### config.mk
export PLATFORM = sky130hd
export DESIGN_NAME = fnd_time_ctrl
export DESIGN_NICKNAME = d
export VERILOG_FILES = /design/src/rtl/fnd_time_ctrl.sv
export SDC_FILE = /design/constraint.sdc
export NUM_CORES = 1
export LEC_CHECK = 0
export BUFFER_PORTS_ARGS = -buffer_cell sky130_fd_sc_hd__buf_2
export CORE_MARGIN = 3
export CORE_UTILIZATION = 40
export CTS_CLUSTER_SIZE = 28
export DETAILED_ROUTE_END_ITERATION = 8
export HOLD_SLACK_MARGIN = 0.03
export PLACE_DENSITY = 0.65
export SYNTH_ARGS = -nofsm -noshare
export SYNTH_HDL_FRONTEND = slang
export SYNTH_SLANG_ARGS = --single-unit
### constraint.sdc
create_clock -name clk -period 2.4 [get_ports clk]
set_clock_uncertainty 0.2 [all_clocks]
set_input_delay 0 -clock clk [delete_from_list [all_inputs] [get_ports clk]]
set_output_delay 0 -clock clk [all_outputs]
set_load 0.01 [all_outputs]
### src/rtl/fnd_time_ctrl.sv
// Display-source controller for the 4-digit FND: switch debounce, watch/stopwatch handover, page select, dp blink.
// Optional feature macro FND_BLANK_EN: when defined, the handover blanks the display for BLANK_TICKS ticks.
module fnd_time_ctrl #(
  parameter int DB_TICKS    = 20,
  parameter int BLANK_TICKS = 200,
  parameter int BLINK_TICKS = 500
) (
  input  logic        clk,
  input  logic        reset,
  input  logic        i_tick,
  input  logic        sw_src,
  input  logic        sw_page,
  input  logic [23:0] watch_time,
  input  logic [23:0] stop_watch_time,
  output logic [23:0] fnd_time,
  output logic        fnd_page,
  output logic        fnd_blank,
  output logic        dp_on,
  output logic        src_stopwatch
);

  localparam int DB_W = (DB_TICKS > 1) ? $clog2(DB_TICKS) : 1;
  localparam int PH_W = (BLINK_TICKS > 1) ? $clog2(BLINK_TICKS) : 1;

  // bit 0 = source switch, bit 1 = page switch
  logic [1:0] w_raw;
  logic [1:0] w_acc;
  assign w_raw = {sw_page, sw_src};

  genvar gi;
  generate
    for (gi = 0; gi < 2; gi++) begin : g_db
      logic            r_s1;
      logic            r_s2;
      logic            r_acc;
      logic [DB_W-1:0] r_cnt;

      always_ff @(posedge clk) begin
        if (reset) begin
          r_s1  <= 1'b0;
          r_s2  <= 1'b0;
          r_acc <= 1'b0;
          r_cnt <= '0;
        end else begin
          r_s1 <= w_raw[gi];
          r_s2 <= r_s1;
          if (r_s2 == r_acc) begin
            r_cnt <= '0;
          end else if (i_tick) begin
            if (r_cnt == DB_W'(DB_TICKS - 1)) begin
              r_acc <= r_s2;
              r_cnt <= '0;
            end else begin
              r_cnt <= r_cnt + DB_W'(1);
            end
          end
        end
      end

      assign w_acc[gi] = r_acc;
    end
  endgenerate

  logic w_acc_src;
  logic w_acc_page;
  assign w_acc_src  = w_acc[0];
  assign w_acc_page = w_acc[1];

`ifdef FND_BLANK_EN
  localparam int BL_W = $clog2(BLANK_TICKS + 1);

  typedef enum logic [1:0] {
    SHOW_W     = 2'd0,
    BLANK_TO_S = 2'd1,
    SHOW_S     = 2'd2,
    BLANK_TO_W = 2'd3
  } state_t;

  state_t          r_state;
  state_t          w_state_next;
  logic [BL_W-1:0] r_blank_cnt;
  logic            w_in_blank;
  logic            w_to_s;

  assign w_in_blank = (r_state == BLANK_TO_S) || (r_state == BLANK_TO_W);
  assign w_to_s     = (r_state == SHOW_S) || (r_state == BLANK_TO_S);

  // A reversal during the blank window returns to the origin without blanking.
  always_comb begin
    w_state_next = r_state;
    case (r_state)
      SHOW_W:     if (w_acc_src) w_state_next = BLANK_TO_S;
      SHOW_S:     if (!w_acc_src) w_state_next = BLANK_TO_W;
      BLANK_TO_S: begin
        if (!w_acc_src)              w_state_next = SHOW_W;
        else if (r_blank_cnt == '0) w_state_next = SHOW_S;
      end
      BLANK_TO_W: begin
        if (w_acc_src)               w_state_next = SHOW_S;
        else if (r_blank_cnt == '0) w_state_next = SHOW_W;
      end
      default:    w_state_next = SHOW_W;
    endcase
  end

  // The load cycle takes priority, so a tick coinciding with it is not counted.
  always_ff @(posedge clk) begin
    if (reset) begin
      r_blank_cnt <= '0;
    end else if ((r_state != w_state_next) &&
                 ((w_state_next == BLANK_TO_S) || (w_state_next == BLANK_TO_W))) begin
      r_blank_cnt <= BL_W'(BLANK_TICKS);
    end else if (w_in_blank && i_tick && (r_blank_cnt != '0)) begin
      r_blank_cnt <= r_blank_cnt - BL_W'(1);
    end
  end
`else
  typedef enum logic {
    SHOW_W = 1'b0,
    SHOW_S = 1'b1
  } state_t;

  state_t r_state;
  state_t w_state_next;
  logic   w_in_blank;
  logic   w_to_s;

  assign w_in_blank = 1'b0;
  assign w_to_s     = (r_state == SHOW_S);

  always_comb begin
    w_state_next = r_state;
    case (r_state)
      SHOW_W:  if (w_acc_src) w_state_next = SHOW_S;
      SHOW_S:  if (!w_acc_src) w_state_next = SHOW_W;
      default: w_state_next = SHOW_W;
    endcase
  end
`endif

  always_ff @(posedge clk) begin
    if (reset) r_state <= SHOW_W;
    else       r_state <= w_state_next;
  end

  logic [23:0]     r_fnd_time;
  logic            r_fnd_page;
  logic            r_fnd_blank;
  logic            r_src;
  logic            r_dp_on;
  logic            r_blink;
  logic [PH_W-1:0] r_phase;

  always_ff @(posedge clk) begin
    if (reset) begin
      r_fnd_time  <= 24'h0;
      r_fnd_page  <= 1'b0;
      r_fnd_blank <= 1'b0;
      r_src       <= 1'b0;
      r_dp_on     <= 1'b1;
    end else begin
      if (r_state == SHOW_W)      r_fnd_time <= watch_time;
      else if (r_state == SHOW_S) r_fnd_time <= stop_watch_time;
      else                        r_fnd_time <= 24'h0;
      // Page is frozen while blanking; the pending value lands on the first SHOW cycle.
      if (!w_in_blank) r_fnd_page <= w_acc_page;
      r_fnd_blank <= w_in_blank;
      r_src       <= w_to_s;
      r_dp_on     <= w_in_blank ? 1'b0 : r_blink;
    end
  end

  // Any state change restarts the blink phase with the dp lit.
  always_ff @(posedge clk) begin
    if (reset) begin
      r_phase <= '0;
      r_blink <= 1'b1;
    end else if (r_state != w_state_next) begin
      r_phase <= '0;
      r_blink <= 1'b1;
    end else if (i_tick) begin
      if (r_phase == PH_W'(BLINK_TICKS - 1)) begin
        r_phase <= '0;
        r_blink <= ~r_blink;
      end else begin
        r_phase <= r_phase + PH_W'(1);
      end
    end
  end

  assign fnd_time      = r_fnd_time;
  assign fnd_page      = r_fnd_page;
`ifdef FND_BLANK_EN
  assign fnd_blank     = r_fnd_blank;
`else
  assign fnd_blank     = 1'b0;
`endif
  assign dp_on         = r_dp_on;
  assign src_stopwatch = r_src;

endmodule

* After elaboration in Yosys (flattened, before gate mapping)
Index checks and enable logic that the tools add are counted.
Operators by class: add/sub/neg operators 3, equality and inequality tests 6, mux-type cells 5, bitwise logic cells 3, reduce and logical (&&, ||, !) cells 6
Operators with widths (number):
- 24-bit 2-to-1 mux | 1
- 5-bit by 1-bit adder with 5-bit output, second input constant | 2
- 5-bit == test, second input constant | 2
- 5-bit 2-to-1 mux | 2
- 9-bit by 1-bit adder with 9-bit output, second input constant | 1
- 9-bit == test, second input constant | 1
- 9-bit 2-to-1 mux | 1
- 3-bit AND reduction | 2
- 2-bit OR reduction | 3
- 1-bit inverter | 3
- 1-bit == test | 2
- 2-bit AND reduction | 1
- 1-bit 2-to-1 mux | 1
- 1-bit != test | 1
Word-level totals: register bits 54, output and inout port bits 28, logic and storage cells 38

* Logic depth before layout (Yosys ltp)
Gate-level depths: netlist of the first run.
depth in word-level cells 3, depth in mapped cells 5

* Worst setup path before layout of the first run
OpenSTA, ideal clock, no wires.
kind register to register, start point register r_phase[0], end point register r_blink, arrival time 1.345 ns, path slack 0.733 ns, cell stages (with the launch flop) 5, clock period less this slack 1.667 ns, cell sequence dfxtp_1 -> ha_1 -> nand2_2 -> nor4_4 -> mux2_4
On the way: word-level cells in the longest chain between the ends 2
Ends and longest elaborated chain:
- start, declared | line 152 | logic [PH_W-1:0] r_phase;
- start signal, assigned | line 186 | r_phase <= r_phase + PH_W'(1);
- 9-bit == test | line 182 | if (r_phase == PH_W'(BLINK_TICKS - 1)) begin
- 2-bit AND reduction (no source line)
- end signal, assigned | line 184 | r_blink <= ~r_blink;
- end, declared | line 151 | logic r_blink;
No other way between the ends. A chain may end at the register's enable or synchronous reset.

* Final worst setup path of the first run
start point register r_state, end point register r_fnd_time[21], in the netlist fnd_time[21]
On the way: word-level cells in the longest chain between the ends 1
Ends and longest elaborated chain:
- start, declared | line 123 | state_t r_state;
- start signal, assigned | line 143 | else r_state <= w_state_next;
- 24-bit 2-to-1 mux | line 162 | if (r_state == SHOW_W) r_fnd_time <= watch_time;
- end signal, assigned | line 162
- end signal, assigned | line 163 | else if (r_state == SHOW_S) r_fnd_time <= stop_watch_time;
- end, declared | line 146 | logic [23:0] r_fnd_time;
No other way between the ends.

==> results.yml, run 1 <==
run_status:
  status: "finished clean"
setup_path:
  setup.worst_path.end_class: "flip-flop"
  cp.arrival_ns: 1.99
  critPathLaunchType: "flip-flop"
  cp_data_required_time_ns: 2.38
  crit_type: "flip-flop to flip-flop"
  crit_path_max_fanout: 25
logic_synthesis:
  muxShareOfSynthArea: 0.1247
  yosysTopAreaCell: "dfxtp_1"
  yosys.area_share.simple: 0.2149
  synth_top_area_frac: 0.4898
  synth_compound_area_frac: 0.07823
  postSynthAreaPerCell_um2: 9.987
  synth_top_family_by_area: "simple AND/OR/NAND/NOR gates"
  netlist_instances: 221
  ys_ff_latch: 54
  ys.flop_type: "dfxtp_1"
  yosysUniqueCellTypes: 44
  synth.most_common_cell: "dfxtp_1"
  synth.net_count: 277
  synthTopCellsByCount: "54 x dfxtp_1, 29 x nor2_1, 26 x mux2i_1, 11 x nor2b_1, 9 x nand2_1"
  synthAdderAreaFrac: 0.01701
  syn-cell-area_mm2: 0.002207
  synth_warnings: 0
  synthArstFlopShare: 0
  synthTopCellsByArea: "dfxtp_1 49%, mux2i_1 12%, nor2_1 4.9%, nor2b_1 3.1%, xnor2_1 2.0%"
  synth-edff-count: 0
  yosys.area_share.xor_xnor: 0.03571
  ys_seq_area_frac: 0.4898
placed_design:
  portBuffers: 79
  post_dp_cell_area_mm2: 0.002644
  place.gp.congestion: 0.8301
  place_ws_ns: 0.6198
  dp_hpwl_um: 3288
  place_inst: 361
power:
  p_leak_nw: 1.361
  power_density_mw_per_mm2: 504.8
  irDropWorstVdd_uv: 374.6
timing:
  grt_setup_unrepaired: "no"
  drv_slew: 0
  period_minus_slack_ns: 2.006
  maxSlewHeadroom: 0.6446
  layout_setup_ws_ns: 0.3944
  fmax_ghz: 0.4986
  final-setup-viol-count: 0
  worst_pin_slew_ns: 0.5259
  period_share: 0.8357
  finalSetupTns_ns: 0
  hold_viol: 0
  fin_worst_hold_slack_ns: 0.2553
grt:
  grt_overflow: 0
  grt_max_degree: 35
  grt_pass1_vias: 2003
  grt_util_all_layers: 0.1892
  grt_pass1_wl_um: 9384
  grt_antenna_before_repair: 0
clock_network:
  clkLatencyLatePin_ns: 0.30
  clock_path_buffers: 2
  cts_tree: "done"
  htreeDepth: 2
  cts_setup_buffers: 0
  path_clk_slew_ns: 0.10
  root_buffer: "clkbuf_8"
  cts_inserted_buffers: 5
  clock_sinks: 54
floorplanning:
  die_y_um: 80.28
  io_pins: 81
  die_w_um: 80.28
  start_util: 0.4214
  dieArea_mm2: 0.006445
  core-area_mm2: 0.005238
  rows: 26
drt:
  drtIter0Drc: 72
  routed_wl_um: 5878
  routedWlPerCell_um: 13.93
  drc_errors: 0
  vias: 2000
  drt-pass1-iter-count: 4
  ant_nets: 0
  via_per_inst: 4.739
cells_and_area:
  drive_above_1_share: 0.2841
  final_cells: 422
  nNetsFinal: 407
  final_area_mm2: 0.003261
  area_growth_pct: 47.73
  diodes: 0
job:
  drv_cap: 0
worst_hold_path:
  holdCritPathClass: "flip-flop to flip-flop"
==> critical path, stage by stage (launching register included) <==
cell           delay, ns
dfxtp_1             0.35
buf_4               0.39
mux2i_1             0.28
dlygate4sd3_1       0.60
nor2_1              0.05
==> cell usage in the layout, fill, tap and decap left out, drive strengths merged, types with 2 or more instances in the layout <==
cell and instances:
dlygate4sd3 53, o21ai 7, clkbuf 6, mux2i 26, ha 3, buf 81
nand2 11, a21oi 8, nor2b 11, nor2 29, clkinv 2, nand3b 2
inv 6, nand4 5, xnor2 5, nand2b 3, xor2 4, dfxtp 54
nand3 7, a211oi 3, nor3 3, or3 6
==> cells by family (layout without fill, tap and decap cells) <==
| logic type | count (synthesis) | count (layout) |
|---|---|---|
| AOI/OAI and AO/OA | 27 | 27 |
| muxes | 27 | 27 |
| xor gates and xnor gates | 9 | 9 |
| and+or+nand+nor | 83 | 83 |
| DFF | 54 | 54 |
| other | 1 | 1 |
| adders and majority gates | 3 | 3 |
| buffers and inverters | 17 | 148 |
==> report_power, final <==
group          total [mW]  internal (mW)  switching (mW)
clock network       0.496          0.207           0.289
registers           0.937          0.924          0.0129
logic               0.213          0.124          0.0891
==> per-layer routing <==
layer  track usage  wire length [µm]  up-vias
li1              -                 -     1020
met1        0.2481              2691      896
met2        0.2765              2571       74
met3       0.07623               513       10
met4       0.07264               102        0
met5             0                 0        -
==> flip-flops by register name, summed over array words and instances (netlist names) <==
signal,cells
g_db.r_acc,2
g_db.r_cnt,10
r_blink,1
r_phase,9
g_db.r_s1,2
src_stopwatch,1
fnd_page,1
fnd_time,24
dp_on,1
r_state,1
g_db.r_s2,2
==> path summary, 6_finish.rpt <==
path,from,endpoint,slack (ns),cells after the start
min reg2reg,g_db[0].r_s1,g_db[0].r_s2,0.26,1
max,r_state,fnd_time[21],0.39,4
min,g_db[0].r_s1,g_db[0].r_s2,0.26,1
max reg2reg,r_state,fnd_time[21],0.39,4
==> what timing repair did <==
action | 4_1_cts | 5_1_grt
resized for setup | 0 | 0
hold endpoints to repair | 37 | 0
endpoints found under the setup margin | 0 | 0
hold buffers | 53 | 0
==> through the flow <==
step                      utilization  total power, mW
after floorplan                     -            1.023
after global placement         0.5048            1.092
after detailed placement       0.5048            1.094
after CTS                      0.6226            1.644
after global routing           0.6226            1.717
final                          0.6226            1.646
==> area by class of cell <==
class                      instances  area, µm²
clock buffer                       6      72.57
timing repair buffer             134      940.9
inverter                           6      22.52
multi-input combinational        150       1042
tap                               70      87.58
clock inverter                     2      13.76
sequential                        54       1081
fill                             394       1977
(Power assumes the default switching activity.)
==> run 2: changes to the inputs <==
==> constraint.sdc (replaced) <==
create_clock -name clk -period 2 [get_ports clk]
set_clock_uncertainty 0.2 [all_clocks]
set_input_delay 0 -clock clk [delete_from_list [all_inputs] [get_ports clk]]
set_output_delay 0 -clock clk [all_outputs]
set_load 0.01 [all_outputs]
==> results.yml, run 2 (same netlist as run 1, synthesis figures left out) <==
power:
  p_sw_uw: 456.5
  pwr-share-seq: 0.531
  finalPower_mw: 2.116
  p_int_mw: 1.659
  power.share.combinational: 0.121
  power_density_mw_per_mm2: 639.6
  pwr-share-clk: 0.347
  p_leak_nw: 1.385
  irDropWorstVdd_uv: 504.1
  switching_share: 0.2158
cells_and_area:
  mostFrequentLayoutCell: "buf_2"
  final_cells: 423
  area_growth_pct: 49.89
  final_cell_mix: "79 x buf_2, 54 x dfxtp_1, 54 x dlygate4sd3_1, 29 x nor2_1, 26 x mux2i_1"
  largest_register_ffs: 24
  diodes: 0
  nNetsFinal: 409
  final_area_mm2: 0.003308
  drive_above_1_share: 0.2861
drt:
  vias: 2085
  routed_wl_um: 6014
  wl_met3_um: 534
  ant_nets: 0
  routed-wl-met2_um: 2728
  top_layer: "met4"
  drtIter0Drc: 107
  routedWlPerCell_um: 14.22
  drt-pass1-iter-count: 4
  drc_errors: 0
  wl_met1_um: 2543
  via_per_inst: 4.929
setup_path:
  cp.arrival_ns: 1.89
  critPathLaunchType: "flip-flop"
  worstPathCellList: "buf_6 > mux2i_1 > dlygate4sd3_1 > nor2_1"
  cp_data_required_time_ns: 1.99
  crit_path_max_fanout: 25
  crit_type: "flip-flop to flip-flop"
  max_stage_delay_ns: 0.58
  setup.worst_path.end_class: "flip-flop"
  slowest_stage: "dlygate4sd3_1"
floorplanning:
  start_util: 0.4214
  core-area_mm2: 0.005238
  dieArea_mm2: 0.006445
  rows: 26
  die_y_um: 80.28
  die_w_um: 80.28
  io_pins: 81
clock_network:
  htreeDepth: 2
  clock_path_buffers: 2
  clock_sinks: 54
  root_buffer: "clkbuf_8"
  path_clk_slew_ns: 0.09
  cts_tree: "done"
  clkLatencyLatePin_ns: 0.30
  cts_inserted_buffers: 5
timing:
  drv_slew: 0
  grt_setup_unrepaired: "no"
  fmax_ghz: 0.5283
  final-setup-viol-count: 0
  hold_viol: 0
  finalSetupTns_ns: 0
  period_share: 0.9464
  period_minus_slack_ns: 1.893
placed_design:
  post_dp_cell_area_mm2: 0.002651
  place.gp.congestion: 0.8301
  place_inst: 362
  dp_hpwl_um: 3294
  portBuffers: 79
grt:
  grt_overflow: 0
  grt_max_degree: 26
  grt_pass1_vias: 2055
  grt_pass1_wl_um: 9818
  grt_util_all_layers: 0.1984
  grt_antenna_before_repair: 0
job:
  drv_cap: 0
run_status:
  status: "finished clean"
worst_hold_path:
  holdCritPathClass: "flip-flop to flip-flop"
## run 2: what timing repair did
action,CTS,global route
buffers inserted,0,0
hold endpoints to repair,39,0
resized for setup,0,1
endpoints found under the setup margin,0,7
hold buffers,54,0
## run 2: final cells by class
class	count	area, µm²
clock buffer	6	82.58
clock inverter	1	30.03
fill	403	1929
multi-input combinational	150	1042
tap	70	87.58
inverter	6	22.52
sequential	54	1081
timing repair buffer	136	962.2
## run 2: final timing paths
kind              slack, ns      endpoint  cells after the start    startpoint
hold / removal         0.26  g_db[0].r_s2                      1  g_db[0].r_s1
hold reg to reg        0.26  g_db[0].r_s2                      1  g_db[0].r_s1
setup / recovery       0.11  fnd_time[11]                      4       r_state
setup reg to reg       0.11  fnd_time[11]                      4       r_state
## run 2: critical path: cells and delay by family, from the launching register on
family                 cells  cell delay, ns
buffers and inverters      2            0.88
flip-flops                 1            0.37
multiplexers               1            0.27
AND/OR/NAND/NOR            1            0.04
## run 2: layer usage
layer | vias up | global-route usage
met4 | 0 | 0.08953
met5 | - | 0
met2 | 95 | 0.3063
li1 | 1024 | -
met3 | 19 | 0.08072
met1 | 947 | 0.2404
## run 2: power by group through the flow
stage          clock network [mW]  registers [mW]  logic [mW]
2_1_floorplan                   0            1.16      0.0667
3_3_place_gp                    0            1.15       0.163
3_5_place_dp                    0            1.15       0.164
4_1_cts                     0.754            1.12       0.243
5_1_grt                     0.799            1.13       0.279
6_report                    0.735            1.12       0.257
## run 2: stage by stage
stage / utilization / hold slack, ns / worst slack (ns)
detailed placement: 0.5062 / 0.01398 / 0.3372
floorplan: - / -0.07182 / 0.3334
global placement: 0.5062 / 0.007264 / 0.3760
CTS: 0.6309 / 0.2555 / 0.1272
global route: 0.6316 / 0.2782 / 0.05499
finish: 0.6316 / 0.2570 / 0.1072
